`config.mk`:
```
export PLATFORM = sky130hd
export DESIGN_NAME = uart_cfg
export DESIGN_NICKNAME = d
export VERILOG_FILES = /design/src/rtl/uart_pkg.sv /design/src/rtl/uart_bit_timer.sv /design/src/rtl/uart_cfg.sv
export SDC_FILE = /design/constraint.sdc
export NUM_CORES = 1
export LEC_CHECK = 0
export CORE_UTILIZATION = 57
export DETAILED_ROUTE_END_ITERATION = 7
export GPL_ROUTABILITY_DRIVEN = 0
export PLACE_DENSITY = 0.79
export SLEW_MARGIN = 20
export SYNTH_ARGS = -nofsm -noshare
export SYNTH_HDL_FRONTEND = slang
export SYNTH_SLANG_ARGS = --single-unit
```
`constraint.sdc`:
```
create_clock -name clk -period 2.1 [get_ports clk]
set_input_delay 0.315 -clock clk [delete_from_list [all_inputs] [get_ports clk]]
set_output_delay 0.315 -clock clk [all_outputs]
set_load 0.01 [all_outputs]
```
`src/rtl/uart_pkg.sv`:
```
// uart_pkg
//   Shared types and defaults for the uart_cfg block.
//   - DEF_CLKS_PER_BIT : default clk cycles per bit (84 MHz / 84 = 1 Mbps)
//   - DEF_DATA_BITS    : default data bits per frame
//   - tx_state_t       : transmitter FSM states
//   - rx_state_t       : receiver FSM states
package uart_pkg;

    localparam int DEF_CLKS_PER_BIT = 84;
    localparam int DEF_DATA_BITS    = 8;

    typedef enum logic [2:0] {
        TX_IDLE,
        TX_START,
        TX_DATA,
        TX_PARITY,
        TX_STOP
    } tx_state_t;

    typedef enum logic [2:0] {
        RX_IDLE,
        RX_START,
        RX_DATA,
        RX_PARITY,
        RX_STOP,
        RX_BREAK
    } rx_state_t;

endpackage

```
`src/rtl/uart_bit_timer.sv`:
```
// uart_bit_timer
//   Down-counting bit timer. load restarts a bit period; while count is high
//   the counter runs down and reloads itself on terminal count, so full
//   strobes once every CLKS_PER_BIT cycles. mid strobes CLKS_PER_BIT/2 cycles
//   after a load.
// Ports:
//   clk   : clock
//   rst_n : synchronous active-low reset
//   load  : restart the bit period (wins over count)
//   count : timer enable
//   mid   : mid-bit strobe
//   full  : end-of-bit strobe
module uart_bit_timer
    import uart_pkg::*;
#(
    parameter int CLKS_PER_BIT = DEF_CLKS_PER_BIT
)(
    input  logic clk,
    input  logic rst_n,
    input  logic load,
    input  logic count,
    output logic mid,
    output logic full
);

    localparam int CW = $clog2(CLKS_PER_BIT + 1);
    localparam logic [CW-1:0] LAST_CNT = CW'(CLKS_PER_BIT - 1);
    // Counter value seen on cycle CLKS_PER_BIT/2 after a load.
    localparam logic [CW-1:0] MID_CNT  = CW'(CLKS_PER_BIT - CLKS_PER_BIT / 2);

    logic [CW-1:0] cnt;

    always_ff @(posedge clk) begin
        if (!rst_n) begin
            cnt <= '0;
        end else if (load) begin
            cnt <= LAST_CNT;
        end else if (count) begin
            if (cnt == '0) begin
                cnt <= LAST_CNT;
            end else begin
                cnt <= cnt - 1'b1;
            end
        end
    end

    assign mid  = count && (cnt == MID_CNT);
    assign full = count && (cnt == '0);

endmodule

```
`src/rtl/uart_cfg.sv`:
```
// uart_cfg
//   Configurable UART transmitter and receiver sharing one clock but otherwise
//   independent. Optional parity bit is compiled in with `define UART_PARITY_EN.
//
//   TX FSM
//   state     | meaning
//   TX_IDLE   | tx high, tx_ready high, waiting for tx_valid
//   TX_START  | driving start bit (low)
//   TX_DATA   | driving data bits, LSB first
//   TX_PARITY | driving parity bit (UART_PARITY_EN only)
//   TX_STOP   | driving STOP_BITS stop bits (high)
//
//   RX FSM
//   state     | meaning
//   RX_IDLE   | waiting for synchronized rx low
//   RX_START  | confirming start bit at mid-bit, glitch returns to idle
//   RX_DATA   | sampling data bits mid-bit, LSB first
//   RX_PARITY | sampling parity bit (UART_PARITY_EN only)
//   RX_STOP   | sampling stop bit, publishing the word
//   RX_BREAK  | stop bit was low, waiting for line to return high
//
// Ports:
//   clk           : clock
//   rst_n         : synchronous active-low reset
//   tx_valid      : request to send tx_data
//   tx_data       : word to send
//   tx_ready      : transmitter idle, accepts tx_valid
//   tx            : serial out, idles high
//   rx            : asynchronous serial in
//   rx_data       : last received word
//   rx_valid      : one-cycle pulse when a frame completes
//   rx_frame_err  : stop bit of last frame sampled low
//   rx_parity_err : parity mismatch on last frame (0 without UART_PARITY_EN)
module uart_cfg
    import uart_pkg::*;
#(
    parameter int CLKS_PER_BIT = DEF_CLKS_PER_BIT,
    parameter int DATA_BITS    = DEF_DATA_BITS,
    parameter int STOP_BITS    = 1,
    parameter int PARITY_ODD   = 0
)(
    input  logic                 clk,
    input  logic                 rst_n,
    input  logic                 tx_valid,
    input  logic [DATA_BITS-1:0] tx_data,
    output logic                 tx_ready,
    output logic                 tx,
    input  logic                 rx,
    output logic [DATA_BITS-1:0] rx_data,
    output logic                 rx_valid,
    output logic                 rx_frame_err,
    output logic                 rx_parity_err
);

    if (CLKS_PER_BIT < 4 || CLKS_PER_BIT > 4095) begin : g_bad_clks_per_bit
        $error("uart_cfg: CLKS_PER_BIT must be 4..4095");
    end
    if (DATA_BITS < 5 || DATA_BITS > 9) begin : g_bad_data_bits
        $error("uart_cfg: DATA_BITS must be 5..9");
    end
    if (STOP_BITS < 1 || STOP_BITS > 2) begin : g_bad_stop_bits
        $error("uart_cfg: STOP_BITS must be 1 or 2");
    end
    if (PARITY_ODD < 0 || PARITY_ODD > 1) begin : g_bad_parity_odd
        $error("uart_cfg: PARITY_ODD must be 0 or 1");
    end

    localparam int BCW = $clog2(DATA_BITS + 1);
    localparam logic [BCW-1:0] LAST_DATA = BCW'(DATA_BITS - 1);
    localparam logic [BCW-1:0] LAST_STOP = BCW'(STOP_BITS - 1);

    // ---------------------------------------------------------------- TX
    tx_state_t            tx_state_q, tx_state_d;
    logic [DATA_BITS-1:0] tx_shift_q;
    logic [BCW-1:0]       tx_bit_q;
    logic                 tx_load;
    logic                 tx_full;
    logic                 tx_mid_unused;
`ifdef UART_PARITY_EN
    logic                 tx_par_q;
`endif

    uart_bit_timer #(.CLKS_PER_BIT(CLKS_PER_BIT)) u_tx_timer (
        .clk   (clk),
        .rst_n (rst_n),
        .load  (tx_load),
        .count (tx_state_q != TX_IDLE),
        .mid   (tx_mid_unused),
        .full  (tx_full)
    );

    always_comb begin
        tx_state_d = tx_state_q;
        tx_load    = 1'b0;
        case (tx_state_q)
            TX_IDLE: begin
                if (tx_valid) begin
                    tx_state_d = TX_START;
                    tx_load    = 1'b1;
                end
            end
            TX_START: begin
                if (tx_full) tx_state_d = TX_DATA;
            end
            TX_DATA: begin
                if (tx_full && tx_bit_q == LAST_DATA) begin
`ifdef UART_PARITY_EN
                    tx_state_d = TX_PARITY;
`else
                    tx_state_d = TX_STOP;
`endif
                end
            end
            TX_PARITY: begin
                if (tx_full) tx_state_d = TX_STOP;
            end
            TX_STOP: begin
                if (tx_full && tx_bit_q == LAST_STOP) tx_state_d = TX_IDLE;
            end
            default: tx_state_d = TX_IDLE;
        endcase
    end

    always_ff @(posedge clk) begin
        if (!rst_n) begin
            tx_state_q <= TX_IDLE;
            tx_shift_q <= '0;
            tx_bit_q   <= '0;
`ifdef UART_PARITY_EN
            tx_par_q   <= 1'b0;
`endif
        end else begin
            tx_state_q <= tx_state_d;
            if (tx_load) begin
                tx_shift_q <= tx_data;
                tx_bit_q   <= '0;
`ifdef UART_PARITY_EN
                tx_par_q   <= (^tx_data) ^ PARITY_ODD[0];
`endif
            end else if (tx_full && tx_state_q == TX_DATA) begin
                tx_shift_q <= tx_shift_q >> 1;
                // Cleared on the last data bit so it can count stop bits next.
                tx_bit_q   <= (tx_bit_q == LAST_DATA) ? '0 : tx_bit_q + 1'b1;
            end else if (tx_full && tx_state_q == TX_STOP) begin
                tx_bit_q   <= tx_bit_q + 1'b1;
            end
        end
    end

    always_comb begin
        tx = 1'b1;
        case (tx_state_q)
            TX_START:  tx = 1'b0;
            TX_DATA:   tx = tx_shift_q[0];
`ifdef UART_PARITY_EN
            TX_PARITY: tx = tx_par_q;
`endif
            default:   tx = 1'b1;
        endcase
    end

    assign tx_ready = (tx_state_q == TX_IDLE);

    // ---------------------------------------------------------------- RX
    rx_state_t            rx_state_q, rx_state_d;
    logic [2:0]           rx_sync_q;
    logic                 rx_s;
    logic [DATA_BITS-1:0] rx_shift_q;
    logic [BCW-1:0]       rx_bit_q;
    logic                 rx_load;
    logic                 rx_count;
    logic                 rx_mid;
    logic                 rx_full;
`ifdef UART_PARITY_EN
    logic                 rx_par_q;
    logic                 rx_par_err_q;
`endif

    always_ff @(posedge clk) begin
        if (!rst_n) begin
            rx_sync_q <= 3'b111;
        end else begin
            rx_sync_q <= {rx_sync_q[1:0], rx};
        end
    end

    assign rx_s     = rx_sync_q[2];
    assign rx_count = (rx_state_q != RX_IDLE) && (rx_state_q != RX_BREAK);

    uart_bit_timer #(.CLKS_PER_BIT(CLKS_PER_BIT)) u_rx_timer (
        .clk   (clk),
        .rst_n (rst_n),
        .load  (rx_load),
        .count (rx_count),
        .mid   (rx_mid),
        .full  (rx_full)
    );

    always_comb begin
        rx_state_d = rx_state_q;
        rx_load    = 1'b0;
        case (rx_state_q)
            RX_IDLE: begin
                if (!rx_s) begin
                    rx_state_d = RX_START;
                    rx_load    = 1'b1;
                end
            end
            RX_START: begin
                // Reloading at mid-start puts every later sample mid-bit.
                if (rx_mid) begin
                    if (rx_s) begin
                        rx_state_d = RX_IDLE;
                    end else begin
                        rx_state_d = RX_DATA;
                        rx_load    = 1'b1;
                    end
                end
            end
            RX_DATA: begin
                if (rx_full && rx_bit_q == LAST_DATA) begin
`ifdef UART_PARITY_EN
                    rx_state_d = RX_PARITY;
`else
                    rx_state_d = RX_STOP;
`endif
                end
            end
            RX_PARITY: begin
                if (rx_full) rx_state_d = RX_STOP;
            end
            RX_STOP: begin
                if (rx_full) rx_state_d = rx_s ? RX_IDLE : RX_BREAK;
            end
            RX_BREAK: begin
                if (rx_s) rx_state_d = RX_IDLE;
            end
            default: rx_state_d = RX_IDLE;
        endcase
    end

    always_ff @(posedge clk) begin
        if (!rst_n) begin
            rx_state_q   <= RX_IDLE;
            rx_shift_q   <= '0;
            rx_bit_q     <= '0;
            rx_data      <= '0;
            rx_valid     <= 1'b0;
            rx_frame_err <= 1'b0;
`ifdef UART_PARITY_EN
            rx_par_q     <= 1'b0;
            rx_par_err_q <= 1'b0;
`endif
        end else begin
            rx_state_q <= rx_state_d;
            rx_valid   <= 1'b0;
            if (rx_state_q == RX_START && rx_mid) begin
                rx_bit_q <= '0;
            end
            if (rx_state_q == RX_DATA && rx_full) begin
                rx_shift_q <= {rx_s, rx_shift_q[DATA_BITS-1:1]};
                rx_bit_q   <= rx_bit_q + 1'b1;
            end
`ifdef UART_PARITY_EN
            if (rx_state_q == RX_PARITY && rx_full) begin
                rx_par_q <= rx_s;
            end
`endif
            if (rx_state_q == RX_STOP && rx_full) begin
                rx_data      <= rx_shift_q;
                rx_valid     <= 1'b1;
                rx_frame_err <= ~rx_s;
`ifdef UART_PARITY_EN
                rx_par_err_q <= rx_par_q ^ (^rx_shift_q) ^ PARITY_ODD[0];
`endif
            end
        end
    end

`ifdef UART_PARITY_EN
    assign rx_parity_err = rx_par_err_q;
`else
    assign rx_parity_err = 1'b0;
`endif

endmodule
```
; ---- Word level (Yosys, flattened, before mapping)
; Cells that the tools add are included.
[word_totals]
word_cells = 107
mem_bits_ro = 0
out_inout_bits = 13
n_memories = 0
latchBits = 0
input_bits = 12
ramBits = 0
regBits = 57
[classes]
n_shift = 0
bitwise = 2
addsub = 4
muxes = 35
div = 0
n_mul = 0
n_eq_ne = 24
n_reduce_logical = 28
n_lt_le_gt_ge = 0
[op_table]
columns = operator, count
row1 = two-way mux 7 bit, 6
row2 = two-way mux 3 bit, 12
row3 = "!= test 2 bit, second input constant", 11
row4 = two-way mux 4 bit, 5
row5 = one-hot mux 3 bit (6 select lines), 1
row6 = two-way mux 8 bit, 2
row7 = one-hot mux 3 bit (5 select lines), 1
row8 = zero test 7 bit, 2
row9 = "subtractor 7 x 1 -> 7 bit, second input constant", 2
row10 = "equality test 3 x 2 -> 1 bit, second input constant", 4
row11 = logical AND 1 bit, 12
row12 = nonzero test 2 bit, 5
row13 = "equality test 3 bit, second input constant", 3
row14 = "adder 4 x 1 -> 4 bit, second input constant", 2
row15 = "equality test 4 x 3 -> 1 bit, second input constant", 2
row16 = "equality test 7 x 6 -> 1 bit, second input constant", 1
row17 = "equality test 3 x 1 -> 1 bit, second input constant", 2
row18 = zero test 3 bit, 2
row19 = AND reduction 6 bit, 1
row20 = nonzero test 3 bit, 2
row21 = two-way mux 1 bit, 5
row22 = AND reduction 5 bit, 1
row23 = zero test 4 bit, 1
row24 = one-hot mux 1 bit (2 select lines), 2
row25 = other kinds (4), 6

; ---- Logic depth before layout (Yosys ltp)
[logic_depth]
depth_word = 6
mapped_depth = 7

; ---- Cells and area by module
; From an unflattened synthesis, not the netlist that was laid out.
[unflattened]
cells_unflattened = 316
area_unflattened_um2 = 2832.7
[by_module_without_submodules]
columns = mod, area_each_um2, n_inst, cells_per_inst
row1 = uart_cfg, 2034.5, 1, 234
row2 = uart_bit_timer, 399.1, 2, 41

; ---- Least setup slack after synthesis
; No wires, ideal clock.
[synth_timing]
path_kind = reg-to-reg
start = reg u_tx_timer.cnt[0]
end = reg tx_shift_q[4]
n_path_buf = 1
arrival_time_ns = 1.650
stages_incl_launch_ff = 8
slack_ns = 0.359
t_required_ns = 2.009
path_cell_list = dfxtp_1 -> inv_1 -> ha_1 -> or3b_2 -> o21ai_4 -> buf_6 -> a21oi_1 -> a311oi_1
[synth_between]
elab_chain_len = 4
[synth_lines]
columns = element, line_no
row1 = from (decl), uart_bit_timer.sv:31  ; logic [CW-1:0] cnt;
row2 = from (signal assigned), uart_bit_timer.sv:42  ; cnt <= cnt - 1'b1;
row3 = zero test 7 bit, uart_bit_timer.sv:48  ; assign full = count && (cnt == '0);
row4 = logical AND 1 bit, uart_bit_timer.sv:48
row5 = logical AND 1 bit, uart_cfg.sv:140  ; end else if (tx_full && tx_state_q == TX_DATA) begin
row6 = nonzero test 2 bit (no source line), --
row7 = to (signal assigned), uart_cfg.sv:135  ; tx_shift_q <= tx_data;
row8 = to (signal assigned), uart_cfg.sv:141  ; tx_shift_q <= tx_shift_q >> 1;
row9 = to (decl), uart_cfg.sv:74  ; logic [DATA_BITS-1:0] tx_shift_q;
; Every way passes these cells.
; A chain may end at the register's enable or synchronous reset.

; ---- Worst setup path after layout
[layout_timing]
start = reg tx_state_q[0]
end = out tx
[layout_between]
elab_chain_len = 2
word_cells_on_any_way = 3
[layout_lines]
columns = element, line_no
row1 = from (decl), uart_cfg.sv:73  ; tx_state_t tx_state_q, tx_state_d;
row2 = from (signal assigned), uart_cfg.sv:133  ; tx_state_q <= tx_state_d;
row3 = equality test 3 x 2 -> 1 bit or equality test 3 x 1 -> 1 bit (tied branches), uart_cfg.sv:152  ; case (tx_state_q)
row4 = one-hot mux 1 bit (2 select lines) (*), uart_cfg.sv:152
row5 = to (decl), uart_cfg.sv:47  ; output logic tx,
; Every way passes the cells marked *; elsewhere a longest branch is shown, timed or not.

==> metrics.yaml <==
run_status:
  status: "complete, no violations"
min_path:
  whs_path_depth: 1
  hold_path_class: "reg2reg"
  min_from: "rx_sync_q[1]$_SDFF_PN1_"
  whs_endpoint: "rx_sync_q[2]$_SDFF_PN1_"
routing:
  postRouteAntennaNets: 0
  routed_wl_um: 5563
  vias: 2280
  wl_per_cell_um: 13.70
  detail_route.drc_violations: 0
  vias_per_cell: 5.616
  dr.pass1.iters: 5
  drtIter0Drc: 90
cts:
  clock_path_buffers: 2
  cts-buffers-inserted: 9
  cts_tree: "yes"
  cts_root_buf: "clkbuf_8"
  hold_buffers: 0
  cts.sinks: 57
  clk_pin_slew_worst_paths_ns: 0.07
  clk_latency_ns: 0.33
  htree_levels: 3
cells_and_area:
  nets: 353
  drive_gt1_frac: 0.1327
  final_common_cell: "dfxtp_1"
  most-common-layout-cells: "56 x dfxtp_1, 31 x nor2_1, 25 x mux2i_1"
  diodes: 0
  areaGrowthSynthToFinish_pct: 22.22
synthesis:
  yosysWarnings: 0
  synth_top_area_frac: 0.4103
  synth.area.top_cells: "dfxtp_1 41%, mux2i_1 9.0%, nor2_1 4.2%, a21oi_1 3.6%, ha_1 3.1%"
  yosys_register_bits: 57
  async_reset_ff_frac: 0
  syn_area_per_cell_um2: 9.149
  synth_cell_types: 55
  yosysSeqAreaShare: 0.4103
  synth_cells: 304
  syn_nets: 323
  synth-edff-count: 0
  yosys.area.top_type: "dfxtp_1"
  synth_area_um2: 2781
  ys.flop_type: "dfxtp_1"
floorplan:
  ioPinCount: 25
  core-area_um2: 4723
  die_y_um: 71.86
  start_util: 0.5889
  fp.dieW_um: 71.86
  dieArea_um2: 5163
  placementRows: 25
sta:
  final_max_slew_viol_count: 0
  min_period_ns: 1.972
  setup_viol: 0
  slew_headroom: 0.6272
  post-route-period-util: 0.9389
  hold_viol_final: 0
  tns_ns: 0
  worstMarginPinSlew_ns: 0.5545
  timing.fmax_ghz: 0.5072
  rsz0062_at_grt: "no"
  fin_skew_ns: 0.005095
  timing.hold.ws_ns: 0.4024
global_routing:
  met1_usage: 0.2877
  grt_pass1_wl_um: 9494
  grt_max_degree: 37
  grt_pass1_vias: 2147
  antenna_found_initial: 0
  grt_overflow_total: 0
  top_usage_layer: "met2"
  grtUsageTotal: 0.2360
  grtUsageMet2: 0.3889
  gr-usage-met3: 0.08017
critical_path:
  r2r_cells: 5
  cp-startpoint: "tx_state_q[0]$_SDFFE_PN0P_"
  endpoint_kind: "output pin"
  critPathLaunchType: "register"
  critPathSlowestCell: "clkdlybuf4s50_1"
  crit_arrival_ns: 1.66
  reg2reg_from: "u_rx_timer.cnt[2]$_SDFFE_PP0P_"
  cpPeakStageDelay_ns: 0.57
  crit_type: "reg2out"
  cp_data_required_time_ns: 1.78
  reg2reg_to: "rx_data[6]$_SDFFE_PN0P_"
  r2r_slack_ns: 0.20
  critPathTopFamily: "buffers and inverters"
  worstPathMaxFanout: 10
  crit_path_cell_trace: "nor2b_1 > o21bai_1 > clkdlybuf4s50_1"
  worst-path-buf-inv: 1
power:
  powerDensity_nw_per_um2: 888.3
  power.internal_mw: 2.316
  leakage_nw: 1.351
  vdd_drop_max_uv: 763.0
  switchingPower_mw: 0.7035
  comb_power_share: 0.143
  switching_share: 0.2329
  p_seq_frac: 0.396
  clkPwrFrac: 0.461
job:
  maxCapViolCount: 0
place:
  hpwl_um: 3788
  io_buffers: 23
[cell type report]
class / instances / area (µm²)
Clock buffer: 11 / 151.4
Clock inverter: 5 / 125.1
Fill cell: 369 / 1324
Inverter: 14 / 52.55
Multi-Input combinational cell: 213 / 1495
Sequential cell: 57 / 1142
Tap cell: 67 / 83.83
Timing Repair Buffer: 39 / 349.1
[flip-flops by register name, summed over array words and instances (netlist names)]
signal	cells
rx_data	8
rx_shift_q	8
tx_shift_q	8
u_rx_timer.cnt	7
u_tx_timer.cnt	7
rx_bit_q	4
tx_bit_q	4
rx_state_q	3
rx_sync_q	3
tx_state_q	3
rx_frame_err	1
rx_valid	1
[power by group through the flow]
| stage | registers [mW] | logic [mW] | clock network, mW |
|---|---|---|---|
| floorplan | 1.19 | 0.323 | 0 |
| global placement | 1.21 | 0.411 | 0 |
| detailed placement | 1.22 | 0.420 | 0 |
| CTS | 1.19 | 0.420 | 1.42 |
| global route | 1.20 | 0.484 | 1.47 |
| finish | 1.20 | 0.433 | 1.39 |
[worst max path at each step]
stage                                            end  slack (ns)  cells after the start
final                                             tx        0.13                      3
after global placement    tx_shift_q[6]$_SDFFE_PN0P_        0.24                      5
after detailed placement  tx_shift_q[4]$_SDFFE_PN0P_        0.19                      6
after global routing                              tx        0.07                      3
after CTS                                         tx        0.12                      3
after floorplan           tx_shift_q[4]$_SDFFE_PN0P_        0.36                      7
[Yosys cell counts, types with 8 or more instances]
master	count
nor3_1	10
inv_1	12
mux2i_1	25
nand2_1	10
nor2b_1	8
nor2_1	31
clkbuf_1	10
dfxtp_1	57
a21oi_1	20
[repair_timing]
action | CTS | global route
setup buffers | 0 | 5
resized for setup | 2 | 0
setup endpoints to repair | 1 | 1
pin swaps | 0 | 1
[cells by family (layout without fill, tap and decap cells)]
kind of cell | count (synthesis) | in the layout | share of synthesized area
XOR/XNOR | 12 | 12 | 0.03779
adder cells (fa/ha/maj) | 7 | 7 | 0.03149
other | 1 | 1 | 0.001348
multiplexers | 25 | 25 | 0.08997
buffers and inverters | 34 | 69 | 0.05443
AND/OR/NAND/NOR | 101 | 101 | 0.2038
flip-flops | 57 | 57 | 0.4103
AO/OA/AOI/OAI | 67 | 67 | 0.1709
[routing by layer]
layer	share of wire	up-vias
li1	-	1150
met1	0.46	1078
met2	0.50	43
met3	0.035	9
met4	0.012	0
met5	0	-
[per-stage QoR]
| step | util | std cells | total power, mW | worst slack, ns | cell area, µm² |
|---|---|---|---|---|---|
| global placement | 0.6532 | 385 | 1.625 | 0.2391 | 3085 |
| detailed placement | 0.6532 | 385 | 1.636 | 0.1868 | 3085 |
| CTS | 0.7118 | 401 | 3.030 | 0.1203 | 3362 |
| finish | 0.7197 | 406 | 3.020 | 0.1282 | 3400 |
| global route | 0.7197 | 406 | 3.159 | 0.07093 | 3400 |
| floorplan | - | 304 | 1.516 | 0.3591 | 2781 |
(Power assumes the default switching activity.)
